===== src/rtl/microcode_pkg.sv =====
// Shared types and helpers for the microcode fetch unit.
//   instr_w()       : instruction width derived from the register-file address width
//   fetch_state_t   : fetch FSM encoding
//   FIFO_DEPTH_MIN  : smallest buffer depth that sustains one instruction per cycle
package microcode_pkg;

   localparam int unsigned FIFO_DEPTH_MIN = 3;

   typedef enum logic [0:0] {
      IDLE = 1'b0,
      RUN  = 1'b1
   } fetch_state_t;

   // Opcode field is 5 bits, followed by two register-file addresses.
   function automatic int unsigned instr_w(input int unsigned rf_address_bits);
      return 32'd5 + (32'd2 * rf_address_bits);
   endfunction

endpackage


===== src/rtl/fetch_fifo.sv =====
// Synchronous FIFO of {addr, data} entries feeding the decoder.
// Ports:
//   clk, rst            : clock, asynchronous active-high reset
//   push, push_addr/data: write an entry at the tail
//   pop                 : retire the head entry
//   flush               : drop every buffered entry (wins over push/pop)
//   count               : number of valid entries
//   head_addr/data      : head entry, stable until popped or flushed
module fetch_fifo #(
   parameter  int unsigned DEPTH = 3,
   parameter  int unsigned AW    = 6,
   parameter  int unsigned DW    = 11,
   localparam int unsigned CNT_W = $clog2(DEPTH + 1)
) (
   input  logic             clk,
   input  logic             rst,
   input  logic             push,
   input  logic [AW-1:0]    push_addr,
   input  logic [DW-1:0]    push_data,
   input  logic             pop,
   input  logic             flush,
   output logic [CNT_W-1:0] count,
   output logic [AW-1:0]    head_addr,
   output logic [DW-1:0]    head_data
);

   localparam int unsigned PTR_W = (DEPTH > 1) ? $clog2(DEPTH) : 1;
   localparam int unsigned EW    = AW + DW;

   logic [EW-1:0]    mem_q [DEPTH];
   logic [EW-1:0]    mem_d [DEPTH];
   logic [PTR_W-1:0] wr_q, wr_d;
   logic [PTR_W-1:0] rd_q, rd_d;
   logic [CNT_W-1:0] count_q, count_d;
   logic             do_push;
   logic             do_pop;

   // Pointer advance with wrap at DEPTH (DEPTH need not be a power of two).
   function automatic logic [PTR_W-1:0] ptr_inc(input logic [PTR_W-1:0] p);
      return (p == PTR_W'(DEPTH - 1)) ? '0 : p + PTR_W'(1);
   endfunction

   // Next-state for storage, pointers and occupancy.
   always_comb begin
      mem_d   = mem_q;
      wr_d    = wr_q;
      rd_d    = rd_q;
      count_d = count_q;
      // A push into a full buffer is only accepted if the head leaves the same cycle.
      do_push = push && ((count_q != CNT_W'(DEPTH)) || pop);
      do_pop  = pop && (count_q != '0);
      if (flush) begin
         wr_d    = '0;
         rd_d    = '0;
         count_d = '0;
      end else begin
         if (do_push) begin
            mem_d[wr_q] = {push_addr, push_data};
            wr_d        = ptr_inc(wr_q);
         end
         if (do_pop) begin
            rd_d = ptr_inc(rd_q);
         end
         if (do_push && !do_pop) begin
            count_d = count_q + CNT_W'(1);
         end else if (do_pop && !do_push) begin
            count_d = count_q - CNT_W'(1);
         end
      end
   end

   // State registers; storage is cleared so the head reads zero out of reset.
   always_ff @(posedge clk or posedge rst) begin
      if (rst) begin
         for (int i = 0; i < DEPTH; i++) begin
            mem_q[i] <= '0;
         end
         wr_q    <= '0;
         rd_q    <= '0;
         count_q <= '0;
      end else begin
         mem_q   <= mem_d;
         wr_q    <= wr_d;
         rd_q    <= rd_d;
         count_q <= count_d;
      end
   end

   assign count                  = count_q;
   assign {head_addr, head_data} = mem_q[rd_q];

endmodule


===== src/rtl/microcode_fetch.sv =====
// Microcode fetch unit: reads a synchronous ROM and streams instructions,
// with their addresses, to the decoder over a valid/ready handshake.
// Ports:
//   clk, rst                     : clock, asynchronous active-high reset
//   start, start_address         : leave IDLE and fetch from start_address
//   stop                         : abort fetching, flush, return to IDLE
//   branch_valid, branch_target  : redirect fetch (flushes buffered words)
//   ROM_readEnable, ROM_address  : ROM read strobe and address
//   ROM_data                     : ROM word, valid the cycle after a strobe
//   instr_valid/ready/data/addr  : decoder handshake and payload
//   busy                         : high while fetching (RUN)
// FIFO_DEPTH must be at least microcode_pkg::FIFO_DEPTH_MIN for full throughput.
module microcode_fetch
   import microcode_pkg::*;
#(
   parameter  int unsigned ROM_addressBits = 6,
   parameter  int unsigned RF_addressBits  = 3,
   parameter  int unsigned FIFO_DEPTH      = 3,
   localparam int unsigned INSTR_W         = instr_w(RF_addressBits)
) (
   input  logic                       clk,
   input  logic                       rst,
   input  logic                       start,
   input  logic [ROM_addressBits-1:0] start_address,
   input  logic                       stop,
   input  logic                       branch_valid,
   input  logic [ROM_addressBits-1:0] branch_target,
   output logic                       ROM_readEnable,
   output logic [ROM_addressBits-1:0] ROM_address,
   input  logic [INSTR_W-1:0]         ROM_data,
   output logic                       instr_valid,
   input  logic                       instr_ready,
   output logic [INSTR_W-1:0]         instr_data,
   output logic [ROM_addressBits-1:0] instr_addr,
   output logic                       busy
);

   localparam int unsigned CNT_W = $clog2(FIFO_DEPTH + 1);

   fetch_state_t               state_q, state_d;
   logic [ROM_addressBits-1:0] pc_q, pc_d;
   logic                       pend_q, pend_d;
   logic [ROM_addressBits-1:0] pend_addr_q, pend_addr_d;

   logic                       rd_en;
   logic [ROM_addressBits-1:0] rd_addr;
   logic                       flush;
   logic                       push;
   logic                       pop;
   logic                       credit_ok;
   logic [CNT_W-1:0]           fifo_count;

   // Issue only if the word in flight plus the new one still fit; a same-cycle
   // pop is deliberately not credited, which keeps this path short.
   assign credit_ok = (32'(fifo_count) + 32'(pend_q) + 32'd1) <= FIFO_DEPTH;

   // FSM next-state, PC update and read issue.
   always_comb begin
      state_d     = state_q;
      pc_d        = pc_q;
      pend_d      = 1'b0;
      pend_addr_d = pend_addr_q;
      rd_en       = 1'b0;
      rd_addr     = pc_q;
      flush       = 1'b0;
      case (state_q)
         IDLE: begin
            if (start) begin
               state_d = RUN;
               pc_d    = start_address;
            end
         end
         RUN: begin
            if (stop) begin
               state_d = IDLE;
               flush   = 1'b1;
            end else if (branch_valid) begin
               // Buffer is emptied this cycle, so the target read always has room.
               flush       = 1'b1;
               rd_en       = 1'b1;
               rd_addr     = branch_target;
               pc_d        = branch_target + ROM_addressBits'(1);
               pend_d      = 1'b1;
               pend_addr_d = branch_target;
            end else if (credit_ok) begin
               rd_en       = 1'b1;
               pc_d        = pc_q + ROM_addressBits'(1);
               pend_d      = 1'b1;
               pend_addr_d = pc_q;
            end
         end
         default: begin
            state_d = IDLE;
         end
      endcase
   end

   // Word returning from the previous strobe is captured unless it was flushed.
   assign push = pend_q && !flush;
   assign pop  = instr_valid && instr_ready && !flush;

   always_ff @(posedge clk or posedge rst) begin
      if (rst) begin
         state_q     <= IDLE;
         pc_q        <= '0;
         pend_q      <= 1'b0;
         pend_addr_q <= '0;
      end else begin
         state_q     <= state_d;
         pc_q        <= pc_d;
         pend_q      <= pend_d;
         pend_addr_q <= pend_addr_d;
      end
   end

   fetch_fifo #(
      .DEPTH (FIFO_DEPTH),
      .AW    (ROM_addressBits),
      .DW    (INSTR_W)
   ) u_fifo (
      .clk       (clk),
      .rst       (rst),
      .push      (push),
      .push_addr (pend_addr_q),
      .push_data (ROM_data),
      .pop       (pop),
      .flush     (flush),
      .count     (fifo_count),
      .head_addr (instr_addr),
      .head_data (instr_data)
   );

   assign ROM_readEnable = rd_en;
   assign ROM_address    = rd_addr;
   // The branch cycle voids the handshake so stale words are never accepted.
   assign instr_valid    = (fifo_count != '0) && !branch_valid;
   assign busy           = (state_q == RUN);

endmodule


===== config.mk =====
export PLATFORM = sky130hd
export DESIGN_NAME = microcode_fetch
export DESIGN_NICKNAME = d
export VERILOG_FILES = /design/src/rtl/microcode_pkg.sv /design/src/rtl/fetch_fifo.sv /design/src/rtl/microcode_fetch.sv
export SDC_FILE = /design/constraint.sdc
export NUM_CORES = 1
export LEC_CHECK = 0
export BUFFER_PORTS_ARGS = -buffer_cell sky130_fd_sc_hd__buf_2
export CAP_MARGIN = 20
export CORE_MARGIN = 2
export CORE_UTILIZATION = 30
export DETAILED_ROUTE_END_ITERATION = 12
export GPL_TIMING_DRIVEN = 1
export PLACE_DENSITY = 0.58
export SLEW_MARGIN = 15
export SYNTH_ARGS = -nofsm -noshare
export SYNTH_HDL_FRONTEND = slang
export SYNTH_SLANG_ARGS = --single-unit

===== constraint.sdc =====
create_clock -name clk -period 3.4 [get_ports clk]
set_input_delay 0.17 -clock clk [delete_from_list [all_inputs] [get_ports clk]]
set_output_delay 0.17 -clock clk [all_outputs]
set_load 0.01 [all_outputs]

# Yosys cells after proc, flatten, opt, wreduce, memory -nomap -nowiden
# Cells that the tools add are included.
[totals]
inputBits = 29
ff_bits = 71
output_inout_bits = 26
elab_cells = 90
[op_classes]
reduce_logical = 22
addsub = 8
n_eq_ne = 6
mux = 35
bitwise_logic = 5
n_lt_le_gt_ge = 4
[op_table]
columns = ["cell", "n"]
rows = [
  ["$mux W6", 9],
  ["$bwmux W51", 1],
  ["$mux W17", 3],
  ["$bmux W17 S2", 1],
  ["$demux W17 S2", 1],
  ["$mux W2", 9],
  ["$add A6 B1 Y6 const B", 2],
  ["$pmux W6 S2", 1],
  ["$logic_and A1 B1 Y1", 9],
  ["$mux W1", 9],
  ["$reduce_bool A2 Y1", 4],
  ["$add A2 B1 Y2 const B", 3],
  ["$ge A3 B3 Y1 const B", 2],
  ["$ne A2 B2 Y1 const B", 3],
  ["$not A2 Y3", 2],
  ["$reduce_and A3 Y1", 2],
  ["$add A3 B1 Y4 const B", 1],
  ["$eq A2 B2 Y1 const B", 2],
  ["$le A4 B2 Y1 const B", 1],
  ["$logic_not A1 Y1", 4],
  ["$add A2 B1 Y3", 1],
  ["$lt A3 B1 Y1 const B", 1],
  ["$ne A3 B2 Y1 const B", 1],
  ["$not A1 Y1", 3],
  ["5 further kinds", 5],
]

# Logic depth before layout (Yosys ltp)
# Gate-level depths: netlist of run 1.
[logic_depth]
depth_word = 12
depth_mapped = 8
mapped_depth_nobuf = 6

# Cells and area by module
# Synthesis of run 1 repeated with hierarchy kept, for this count alone.
[unflattened]
hier_cells = 298
hier_area_um2 = 3636.0
[by_module_without_submodules]
columns = ["module", "area_per_inst_um2", "cells_per_inst", "instances"]
rows = [
  ["fetch_fifo", 2735.1, 200, 1],
  ["microcode_fetch", 900.9, 98, 1],
]

# Least setup slack after synthesis of run 1
# No wires, ideal clock.
[synth_path]
path_kind = "reg-to-reg"
startpoint = "register u_fifo.count_q[0] (netlist: u_fifo.count[0])"
endpoint = "register u_fifo.mem_q[0] in the netlist's numbering"
arrival_ns = 1.896
setup_ns = 0.125
stages_incl_launch_ff = 7
path_buffers = 2
path_slack_ns = 1.379
cell_sequence = "dfrtp_1 > and2_1 > a21o_4 > or4b_4 > buf_6 > buf_12 > mux2_4"
[synth_via]
elab_chain_cells = 7
[synth_lines]
columns = ["item", "line_no", "rtl"]
rows = [
  ["start, declared", "fetch_fifo.sv:34", "logic [CNT_W-1:0] count_q, count_d;"],
  ["start signal, assigned", "fetch_fifo.sv:85", "count_q <= count_d;"],
  ["$reduce_bool A2 Y1", "microcode_fetch.sv:136", "assign instr_valid = (fifo_count != '0) && !branch_valid;"],
  ["$logic_and A1 B1 Y1", "microcode_fetch.sv:136", ""],
  ["$logic_and A1 B1 Y1 (2 in a row)", "microcode_fetch.sv:100", "assign pop = instr_valid && instr_ready && !flush;"],
  ["$logic_or A1 B1 Y1 (*)", "fetch_fifo.sv:50", "do_push = push && ((count_q != CNT_W'(DEPTH)) || pop);"],
  ["$logic_and A1 B1 Y1 (*)", "fetch_fifo.sv:50", ""],
  ["$reduce_and A2 Y1 (no line) (*)", "n/a", ""],
  ["end signal, assigned", "fetch_fifo.sv:82", "mem_q <= mem_d;"],
  ["end, declared", "fetch_fifo.sv:30", "logic [EW-1:0] mem_q [DEPTH];"],
]
# Mark *: on every way between the ends. The rest lies on a longest branch, timed or not.
# A chain may end at the register's enable or synchronous reset.

# Worst setup path in the final report of run 1
[layout_path]
startpoint = "register u_fifo.count_q[0] (netlist: u_fifo.count[0])"
endpoint = "register u_fifo.mem_q[42] in the netlist's numbering"
# The elaborated chain is that of the path after synthesis.

==> results.md, run 1 <==
- Port Buffers: 54
- Fin util: 36.7%
- IO Count: 55
- CTS max path bufs: 2
- Final Power: 3460 uW
- Hold Path Class: in2reg
- Tmin final: 2.37 ns
- Clock Latency Late Sink: 0.33 ns
- Area of the mapped netlist: 3540 um^2
- Fill count: 1140
- Final hold violations: 0
- DR pass1 iterations: 4
- Postcts setup bufs: 0
- Diodes inserted: 0
- Setup Skew: 0.00684 ns
- Setup_tns: 0 ns
- Commonest non-fill, non-tap cell in the layout: dfrtp_1
- Status: completed
- CP Class: reg2reg
- Avg WL per Cell: 14.8 um
- Worst-margin pin slew: 0.959 ns
- Crit path launch type: register
- Vias post-DR: 2353
- Worst Setup End Kind: register
- Initial Util: 30.9%
- Worst R2R End: u_fifo.mem_q[42]
- FF-to-FF Start: u_fifo.count[0]
- Mean Syn Cell Area: 12.2 um^2
- F_max: 421 MHz
- DRT iter0 DRCs: 116
- Gr usage total: 12.4%
- GRT overflow: 0
- Number of distinct library cells after synthesis: 45
- Final #Nets: 374
- Final wirelength: 7280 um
- Pin count of the biggest net entering global routing: 49
- Final Cycle Share: 69.8%
- Mapped Cells: 291
- Synth area leaders: dfrtp_1 (50%), mux2_2 (12%), mux2_4 (8.5%), mux2i_1 (6.5%), o21ai_0 (4.5%)
- Count of state elements after synthesis: 71
- Dpl hpwl: 4850 um
- Post-cts resize count: 0
- Row cnt: 39
- Crit path to: u_fifo.mem_q[42]
- TritonCTS clock tree: built
- Max H-tree Level: 3
- Initial antenna violation count: 0
- RSZ-0062 raised after global routing: no
- Area Growth Syn to Fin: 18.7%
- # setup viols final: 0
- VDD IR max: 0.000418 V
- Layout cells sized above 1: 40.4%
- CTS Hold Buffers Added: 1
- Syn_nets: 321
- Core area: 11500 um^2
- Die area: 12700 um^2
- Num CTS Buffers: 9
- Detail Route Antenna Nets: 0
- Sink Count: 71
- Slew headroom: 36.1%
- Seq/Total Area, Yosys: 50.2%
- Routability cong.: 0.824
- Vias per inst: 4.78
- P per Cell Area: 823 nW/um^2
- Share of the synthesized area in the top cell type: 50.2%
- CP Launch Point: u_fifo.count[0]
- Static leakage: 0.00198 uW
- Worst-path clk slew: 0.06 ns
- Max FO, Critical Path: 17
- FF-to-FF setup slack: 1.03 ns
- EDFF count, synth: 0
- Die Wd: 113 um
- First-pass GRT wire length: 12600 um
- Post-synthesis async set-or-reset flop share: 100%
- Die H: 113 um
- Clock tree root driver cell: clkbuf_16
- WP data required: 3.61 ns
- Max-Cap Viols: 0
- Worst Reg-to-Reg Cells: 4
- Pins Over Slew Limit: 0
- Ys flop type: dfrtp_1
- Leading area contributor after synthesis: dfrtp_1
- Worst Path Arrival: 2.58 ns
- Synth warnings: 0
- Most frequent cells in the layout: dfrtp_1 (71), buf_2 (54), mux2_2 (39)
- Vias in the first global route: 2417
- DRC Markers: 0
## cell usage after synthesis (2+ instances only)
master    number
dfrtp_1       71
a31oi_1        2
a21o_1         2
nand2_1       34
mux2_4        20
buf_1          2
xnor2_1        2
nand2b_1       2
nor2_1         2
nor3b_1        3
nand4b_1       2
a21oi_1        5
o21ai_0       32
mux2_2        39
buf_2          2
nor2b_1        3
clkbuf_1       9
inv_1          5
buf_6          3
and3_1         2
mux2i_1       23
nand3_1        3
## cell families (layout without fill, tap and decap cells)
logic type               after synthesis  count (layout)  synth area share [%]
AND/OR/NAND/NOR                       62              62                  9.64
adder cells (fa/ha/maj)                1               1                 0.353
flip-flops                            71              71                  50.2
multiplexers                          82              82                  27.4
AO/OA/AOI/OAI                         50              50                  8.23
XOR/XNOR                               3               3                 0.742
buffers and inverters                 22              80                  3.50
## final cells by class
cell class	instances	area (um^2)	share of cell area, %
repair buffers	59	310	7.38
multi-input cells	198	1650	39.1
clock buffers	10	239	5.68
flip-flops and latches	71	1780	42.2
well taps	143	179	4.25
clock inverters	6	36.3	0.863
inverters	5	18.8	0.446
## power by group
part	internal [uW]	leakage [uW]	switching, uW
clock	509	0.000138	340
sequential	1210	0.000899	256
combinational	640	0.000940	506
## state kept, by name, indices dropped and copies added, names as in the netlist
register	flops
u_fifo.count	2
pc_q	6
pend_q	1
u_fifo.rd_q	2
u_fifo.mem_q	51
pend_addr_q	6
u_fifo.wr_q	2
busy	1
## critical path: stages, from the launching register on
cell and delay (ns):
dfrtp_1 0.42, and2_1 0.21, a21o_4 0.25, or4_1 0.92, mux2_4 0.46
## through the flow
step / setup WS (ns) / area [um^2] / hold slack, ns / std cells
finish: 1.03 / 4210 / 0.107 / 492
CTS: 0.993 / 4200 / 0.0967 / 492
global placement: 1.05 / 3920 / 0.232 / 475
global route: 0.855 / 4210 / 0.106 / 492
floorplan: 1.38 / 3540 / 0.319 / 291
detailed placement: 0.991 / 3920 / 0.244 / 475
## routing by layer
metal / share of wire [%] / track usage [%]
met5: 0 / 0
met4: 0.95 / 3.17
met3: 5.0 / 3.13
met2: 46 / 19.5
met1: 48 / 17.2
## how the worst min path moves through the flow
stage / end / startpoint / slack [ns] / cells past startpoint
finish: u_fifo.mem_q[3] / ROM_data[3] / 0.11 / 2
global route: u_fifo.mem_q[10] / ROM_data[10] / 0.11 / 2
CTS: u_fifo.mem_q[3] / ROM_data[3] / 0.1 / 2
detailed placement: u_fifo.mem_q[10] / rst / 0.24 / 2
global placement: u_fifo.mem_q[10] / rst / 0.23 / 2
floorplan: u_fifo.mem_q[34] / ROM_data[0] / 0.32 / 1
No activity file was read; power rests on OpenSTA's default activity.
==> run 2: changes to the inputs <==
--- a/config.mk
+++ b/config.mk
@@ -5,13 +5,14 @@
 export SDC_FILE = /design/constraint.sdc
 export NUM_CORES = 1
 export LEC_CHECK = 0
+export ABC_AREA = 1
 export BUFFER_PORTS_ARGS = -buffer_cell sky130_fd_sc_hd__buf_2
 export CAP_MARGIN = 20
 export CORE_MARGIN = 2
 export CORE_UTILIZATION = 30
 export DETAILED_ROUTE_END_ITERATION = 12
 export GPL_TIMING_DRIVEN = 1
-export PLACE_DENSITY = 0.58
+export PLACE_DENSITY = 0.59
 export SLEW_MARGIN = 15
 export SYNTH_ARGS = -nofsm -noshare
 export SYNTH_HDL_FRONTEND = slang
==> constraint.sdc (replaced) <==
create_clock -name clk -period 2 [get_ports clk]
set_input_delay 0.1 -clock clk [delete_from_list [all_inputs] [get_ports clk]]
set_output_delay 0.1 -clock clk [all_outputs]
set_load 0.01 [all_outputs]
==> results.md, run 2 <==
- Status: completed
- EDFF count, synth: 0 (unchanged)
- Final #Nets: 551 (+47%)
- Seq/Total Area, Yosys: 51.5% (+1.3 points)
- Worst-margin pin slew: 0.493 ns (-0.466 ns)
- Pins Over Slew Limit: 0 (unchanged)
- Share of the synthesized area in the top cell type: 51.5% (+1.3 points)
- Num CTS Buffers: 9 (unchanged)
- Top reg by flops: u_fifo.mem_q
- Crit path to: instr_data[7]
- Setup_tns: 0 ns (unchanged)
- VDD IR max: 0.000718 V (+72%)
- Gr usage total: 15.1% (+2.7 points)
- Vias post-DR: 3108 (+32%)
- Mean Syn Cell Area: 7.74 um^2 (-36%)
- Clock tree root driver cell: clkbuf_16
- RSZ-0062 raised after global routing: no
- Final Cycle Share: 91.2%
- TritonCTS clock tree: built
- Max FFs per register: 51 (unchanged)
- Most frequent cells in the layout: nand2_1 (212), dfrtp_1 (71), buf_2 (54)
- Syn_nets: 476 (+48%)
- Ys flop type: dfrtp_1
- Fin cells: 667 (+36%)
- Crit path largest cell delay: 0.49 ns (-0.43 ns)
- Die Wd: 111 um (-1.2%)
- DRT iter0 DRCs: 238 (+110%)
- Vias in the first global route: 3096 (+28%)
- Count of state elements after synthesis: 71 (unchanged)
- Initial Util: 30.5% (-0.40 points)
- CP cell instances: buf_4 > nor2_1 > buf_4 > nand2_1 > o211ai_1 > buf_2
- DR pass1 iterations: 4 (unchanged)
- Number of distinct library cells after synthesis: 28 (-38%)
- DRC Markers: 0 (unchanged)
- # setup viols final: 0 (unchanged)
- CP most frequent cell: buf_4
- GRT overflow: 0 (unchanged)
- Row cnt: 39 (unchanged)
- Synth top cells by count: nand2_1 (212), dfrtp_1 (71), o21ai_0 (34)
- Count leader, synth: nand2_1
- Worst R2R End: u_fifo.mem_q[18]
- Die H: 111 um (-1.2%)
- Static leakage: 0.00227 uW (+15%)
- # placed instances: 642 (+35%)
- Max FO, Critical Path: 9 (-8)
- Port Buffers: 54 (unchanged)
- F_max: 548 MHz
- Area Growth Syn to Fin: 26.0%
- Dpl hpwl: 5810 um (+20%)
- Tmin final: 1.82 ns
- Post-synthesis async set-or-reset flop share: 100% (unchanged)
- FF-to-FF Start: u_fifo.count[0]
- Leading area contributor after synthesis: dfrtp_1
- Die area: 12400 um^2 (-2.5%)
- Synth area leaders: dfrtp_1 (51%), nand2_1 (23%), o21ai_0 (4.9%), nand3_1 (4.2%), inv_1 (3.3%)
- Commonest non-fill, non-tap cell in the layout: nand2_1
- Final wirelength: 8830 um (+21%)
- Initial antenna violation count: 0 (unchanged)
- CP Launch Point: u_fifo.rd_q[0]
- Final hold violations: 0 (unchanged)
- Worst path slowest cell: dfrtp_1
- Synth warnings: 0 (unchanged)
- Biggest regs: u_fifo.mem_q x51, pc_q x6, pend_addr_q x6
- Slew headroom: 66.8% (+31 points)
- CP Class: reg2out
- CTS max path bufs: 2 (unchanged)
- Crit path launch type: register
- Vias per inst: 4.66 (-2.6%)
- Routability cong.: 0.839 (+1.8%)
- Max H-tree Level: 3 (unchanged)
- Worst-path clk slew: 0.05 ns (about the same)
- Finished Cell Area: 4350 um^2 (+3.4%)
- First-pass GRT wire length: 15000 um (+19%)
- Sink Count: 71 (unchanged)
- WP data required: 1.90 ns (-1.71 ns)
- Worst hold stages: 3 (+1)
- Worst Path Arrival: 1.72 ns (-0.86 ns)
- Setup Skew: 0.00636 ns (-0.000483 ns)
- Area of the mapped netlist: 3450 um^2 (-2.5%)
- Core area: 11300 um^2 (-1.3%)
- P per Cell Area: 1390 nW/um^2 (+69%)
- Post-cts resize count: 0 (unchanged)
- Postcts setup bufs: 0 (unchanged)
- FF-to-FF setup slack: 0.39 ns (-0.64 ns)
- Area post-placement: 3930 um^2 (+0.29%)
- Hold Path Class: in2reg
- IO Count: 55 (unchanged)
- Diodes inserted: 0 (unchanged)
- Detail Route Antenna Nets: 0 (unchanged)
- Mapped Cells: 446 (+53%)
- CTS Hold Buffers Added: 11 (+10)
- Max-Cap Viols: 0 (unchanged)
- Worst Reg-to-Reg Cells: 7 (+3)
- Layout cells sized above 1: 18.5% (-22 points)
- Pin count of the biggest net entering global routing: 72 (+47%)
- Worst Setup End Kind: primary output
- Clock Latency Late Sink: 0.33 ns (about the same)
- Avg WL per Cell: 13.2 um (-11%)
==> run 2: per-layer routing <==
layer	share of wire, %	GRT usage [%]
met4	1.1	4.53
met5	0	0
met1	47	19.5
met2	46	24.6
met3	5.7	4.16
==> run 2: logic make-up after synthesis <==
group	Yosys count	share of synthesized area (%)
AND/OR/NAND/NOR	271	32.9
buffers and inverters	48	6.27
flip-flops	71	51.5
AO/OA/AOI/OAI	55	9.03
adder cells (fa/ha/maj)	1	0.362
==> run 2: metrics by stage <==
step | total power (uW) | worst slack [ns] | hold WS [ns] | util (%)
2_1_floorplan | 3630 | 0.103 | 0.210 | -
3_5_place_dp | 4380 | 0.414 | 0.226 | 34.7
5_1_grt | 6520 | 0.0696 | 0.00566 | 38.4
4_1_cts | 6130 | 0.172 | 0.00242 | 38.4
6_report | 6060 | 0.177 | 0.00808 | 38.4
3_3_place_gp | 4330 | 0.466 | 0.220 | 34.7
==> run 2: how the worst min path moves through the flow <==
| stage | from | end | slack (ns) |
|---|---|---|---|
| 2_1_floorplan | ROM_data[0] | u_fifo.mem_q[0] | 0.21 |
| 6_report | ROM_data[1] | u_fifo.mem_q[1] | 0.008 |
| 5_1_grt | ROM_data[1] | u_fifo.mem_q[1] | 0.006 |
| 3_3_place_gp | rst | u_fifo.wr_q[0] | 0.22 |
| 3_5_place_dp | rst | u_fifo.wr_q[0] | 0.23 |
| 4_1_cts | ROM_data[1] | u_fifo.mem_q[1] | 0.002 |
==> run 2: report_power, final <==
part	total, uW	internal [uW]	switching, uW	leakage, uW
sequential	2350	2010	345	0.000901
clock	1690	1110	579	0.000152
combinational	2020	795	1220	0.00122
==> run 2: area by class of cell <==
| type | count | area [um^2] |
|---|---|---|
| Fill cell | 1183 | 6970 |
| Sequential cell | 71 | 1780 |
| Multi-Input combinational cell | 327 | 1460 |
| Timing Repair Buffer | 78 | 490 |
| Clock buffer | 11 | 243 |
| Tap cell | 143 | 179 |
| Inverter | 34 | 133 |
| Clock inverter | 3 | 68.8 |
==> run 2: worst max-delay path: cells and delay by family (launching register included) <==
family / cells / cell delay, ns
AO/OA/AOI/OAI: 1 / 0.11
flip-flops: 1 / 0.49
AND/OR/NAND/NOR: 2 / 0.20
buffers and inverters: 3 / 0.58
==> run 3: changes to the inputs <==
--- a/config.mk
+++ b/config.mk
@@ -13,6 +13,7 @@
 export DETAILED_ROUTE_END_ITERATION = 12
 export GPL_TIMING_DRIVEN = 1
 export PLACE_DENSITY = 0.59
+export REMOVE_ABC_BUFFERS = 1
 export SLEW_MARGIN = 15
 export SYNTH_ARGS = -nofsm -noshare
 export SYNTH_HDL_FRONTEND = slang
==> results.md, run 3 (synthesis gave the netlist of run 2 again) <==
- Top reg by flops: u_fifo.mem_q
- Num CTS Buffers: 9 (unchanged)
- Pin count of the biggest net entering global routing: 50 (-31%)
- Gr usage total: 15.2% (+0.084 points)
- Setup Skew: 0.00753 ns (+0.00117 ns)
- CP Class: reg2out
- Die Wd: 111 um (unchanged)
- DRT iter0 DRCs: 182 (-24%)
- Pins Over Slew Limit: 0 (unchanged)
- Worst path slowest cell: dfrtp_1
- Port Buffers: 54 (unchanged)
- Crit path launch type: register
- RSZ-0062 raised after global routing: no
- Layout cells sized above 1: 18.9% (+0.41 points)
- Initial antenna violation count: 0 (unchanged)
- Worst Setup End Kind: primary output
- Die H: 111 um (unchanged)
- Final hold violations: 0 (unchanged)
- Hold Path Class: in2reg
- Commonest non-fill, non-tap cell in the layout: nand2_1
- Max FO, Critical Path: 12 (+3)
- Setup_tns: 0 ns (unchanged)
- Final Cycle Share: 87.5% (-3.7 points)
- Clock Latency Late Sink: 0.33 ns (about the same)
- Vias in the first global route: 3106 (+0.32%)
- Fill count: 1177 (-0.51%)
- Row cnt: 39 (unchanged)
- Avg WL per Cell: 13.5 um (+2.1%)
- Status: completed
- Area of the multi-input gates: 1460 um^2 (+0.34%)
- DR pass1 iterations: 4 (unchanged)
- WP data required: 1.90 ns (about the same)
- CP Buf/Inv Count: 2 (-1)
- Core area: 11300 um^2 (unchanged)
- Slew headroom: 64.4% (-2.4 points)
- Biggest regs: u_fifo.mem_q x51, pc_q x6, pend_addr_q x6
- Static leakage: 0.00224 uW (-1.6%)
- Clock tree root driver cell: clkbuf_16
- Max H-tree Level: 3 (unchanged)
- # setup viols final: 0 (unchanged)
- Worst-path clk slew: 0.06 ns (about the same)
- DRC Markers: 0 (unchanged)
- Worst-margin pin slew: 0.533 ns (+0.0399 ns)
- VDD IR max: 0.000640 V (-11%)
- IO Count: 55 (unchanged)
- Fin util: 37.8% (-0.64 points)
- Worst Path Arrival: 1.65 ns (-0.07 ns)
- TritonCTS clock tree: built
- First-pass GRT wire length: 15100 um (+0.83%)
- Area Growth Syn to Fin: 23.9%
- Register area: 1780 um^2 (unchanged)
- Most frequent cells in the layout: nand2_1 (211), dfrtp_1 (71), buf_2 (54)
- Final Power: 5970 uW (-1.5%)
- CTS max path bufs: 2 (unchanged)
- Max-Cap Viols: 0 (unchanged)
- Sink Count: 71 (unchanged)
- Tmin final: 1.75 ns (-0.0742 ns)
- Diodes inserted: 0 (unchanged)
- Initial Util: 30.5% (unchanged)
- Postcts setup bufs: 0 (unchanged)
- F_max: 572 MHz (+4.2%)
- Detail Route Antenna Nets: 0 (unchanged)
- Vias per inst: 4.69 (+0.68%)
- Final #Nets: 544 (-1.3%)
- GRT overflow: 0 (unchanged)
- Crit path largest cell delay: 0.39 ns (-0.10 ns)
- P per Cell Area: 1400 nW/um^2 (+0.21%)
- Max FFs per register: 51 (unchanged)
- CP top delay family: buffers and inverters
- Dpl hpwl: 6200 um (+6.8%)
- Final wirelength: 8930 um (+1.2%)
- Vias post-DR: 3101 (-0.23%)
- Die area: 12400 um^2 (unchanged)
- CP cell instances: inv_1 > nand2_2 > o211ai_1 > buf_2
- Routability cong.: 0.860 (+2.6%)
run 3: area by class of cell:
| class | count | share of cell area, % |
|---|---|---|
| well taps | 143 | 4.18 |
| inverters | 34 | 3.10 |
| multi-input cells | 327 | 34.2 |
| flip-flops and latches | 71 | 41.5 |
| repair buffers | 71 | 9.95 |
| clock inverters | 3 | 0.995 |
| clock buffers | 12 | 6.00 |
run 3: stage by stage:
step	worst slack (ns)	cell area [um^2]	hold WS (ns)	std cells
4_1_cts	0.0522	4270	0.00107	661
2_1_floorplan	0.103	3370	0.210	432
6_report	0.251	4280	0.00728	661
3_3_place_gp	0.443	3910	0.178	640
5_1_grt	0.0940	4280	0.00291	661
3_5_place_dp	0.382	3910	0.183	640
run 3: tightest hold or removal path, cell delays in order:
cell and delay [ns]:
buf_2 0.10, nand2_1 0.05, nand2_1 0.05
run 3: final timing paths:
check	cells past startpoint	end	startpoint	slack [ns]
hold / removal	3	u_fifo.mem_q[4]	ROM_data[4]	0.007
min in group asynchronous	3	u_fifo.mem_q[18]	rst	0.36
setup / recovery	4	instr_data[4]	u_fifo.rd_q[1]	0.25
setup reg to reg	7	u_fifo.mem_q[17]	u_fifo.count[0]	0.38
hold reg to reg	2	u_fifo.mem_q[31]	u_fifo.mem_q[31]	0.48
max in group asynchronous	4	pend_addr_q[5]	rst	0.99
run 3: where the power goes:
part	switching (uW)	total (uW)	internal [uW]
logic	1230	2010	774
clock network	579	1600	1020
registers	356	2360	2010
total	2170	5970	3810
run 3: timing repair:
item / in CTS / in global routing
hold buffers: 6 / 0
endpoints found under the hold margin: 31 / 0
resized for setup: 0 / 2
endpoints found under the setup margin: 0 / 8
run 3: routing by layer:
layer  track usage [%]  vias to the layer above  wire, um
li1                  -                     1549         -
met1              19.7                     1448      4040
met2              24.4                       96      4320
met3              5.03                        8       477
met4              3.95                        0        93
met5                 0                        -         0
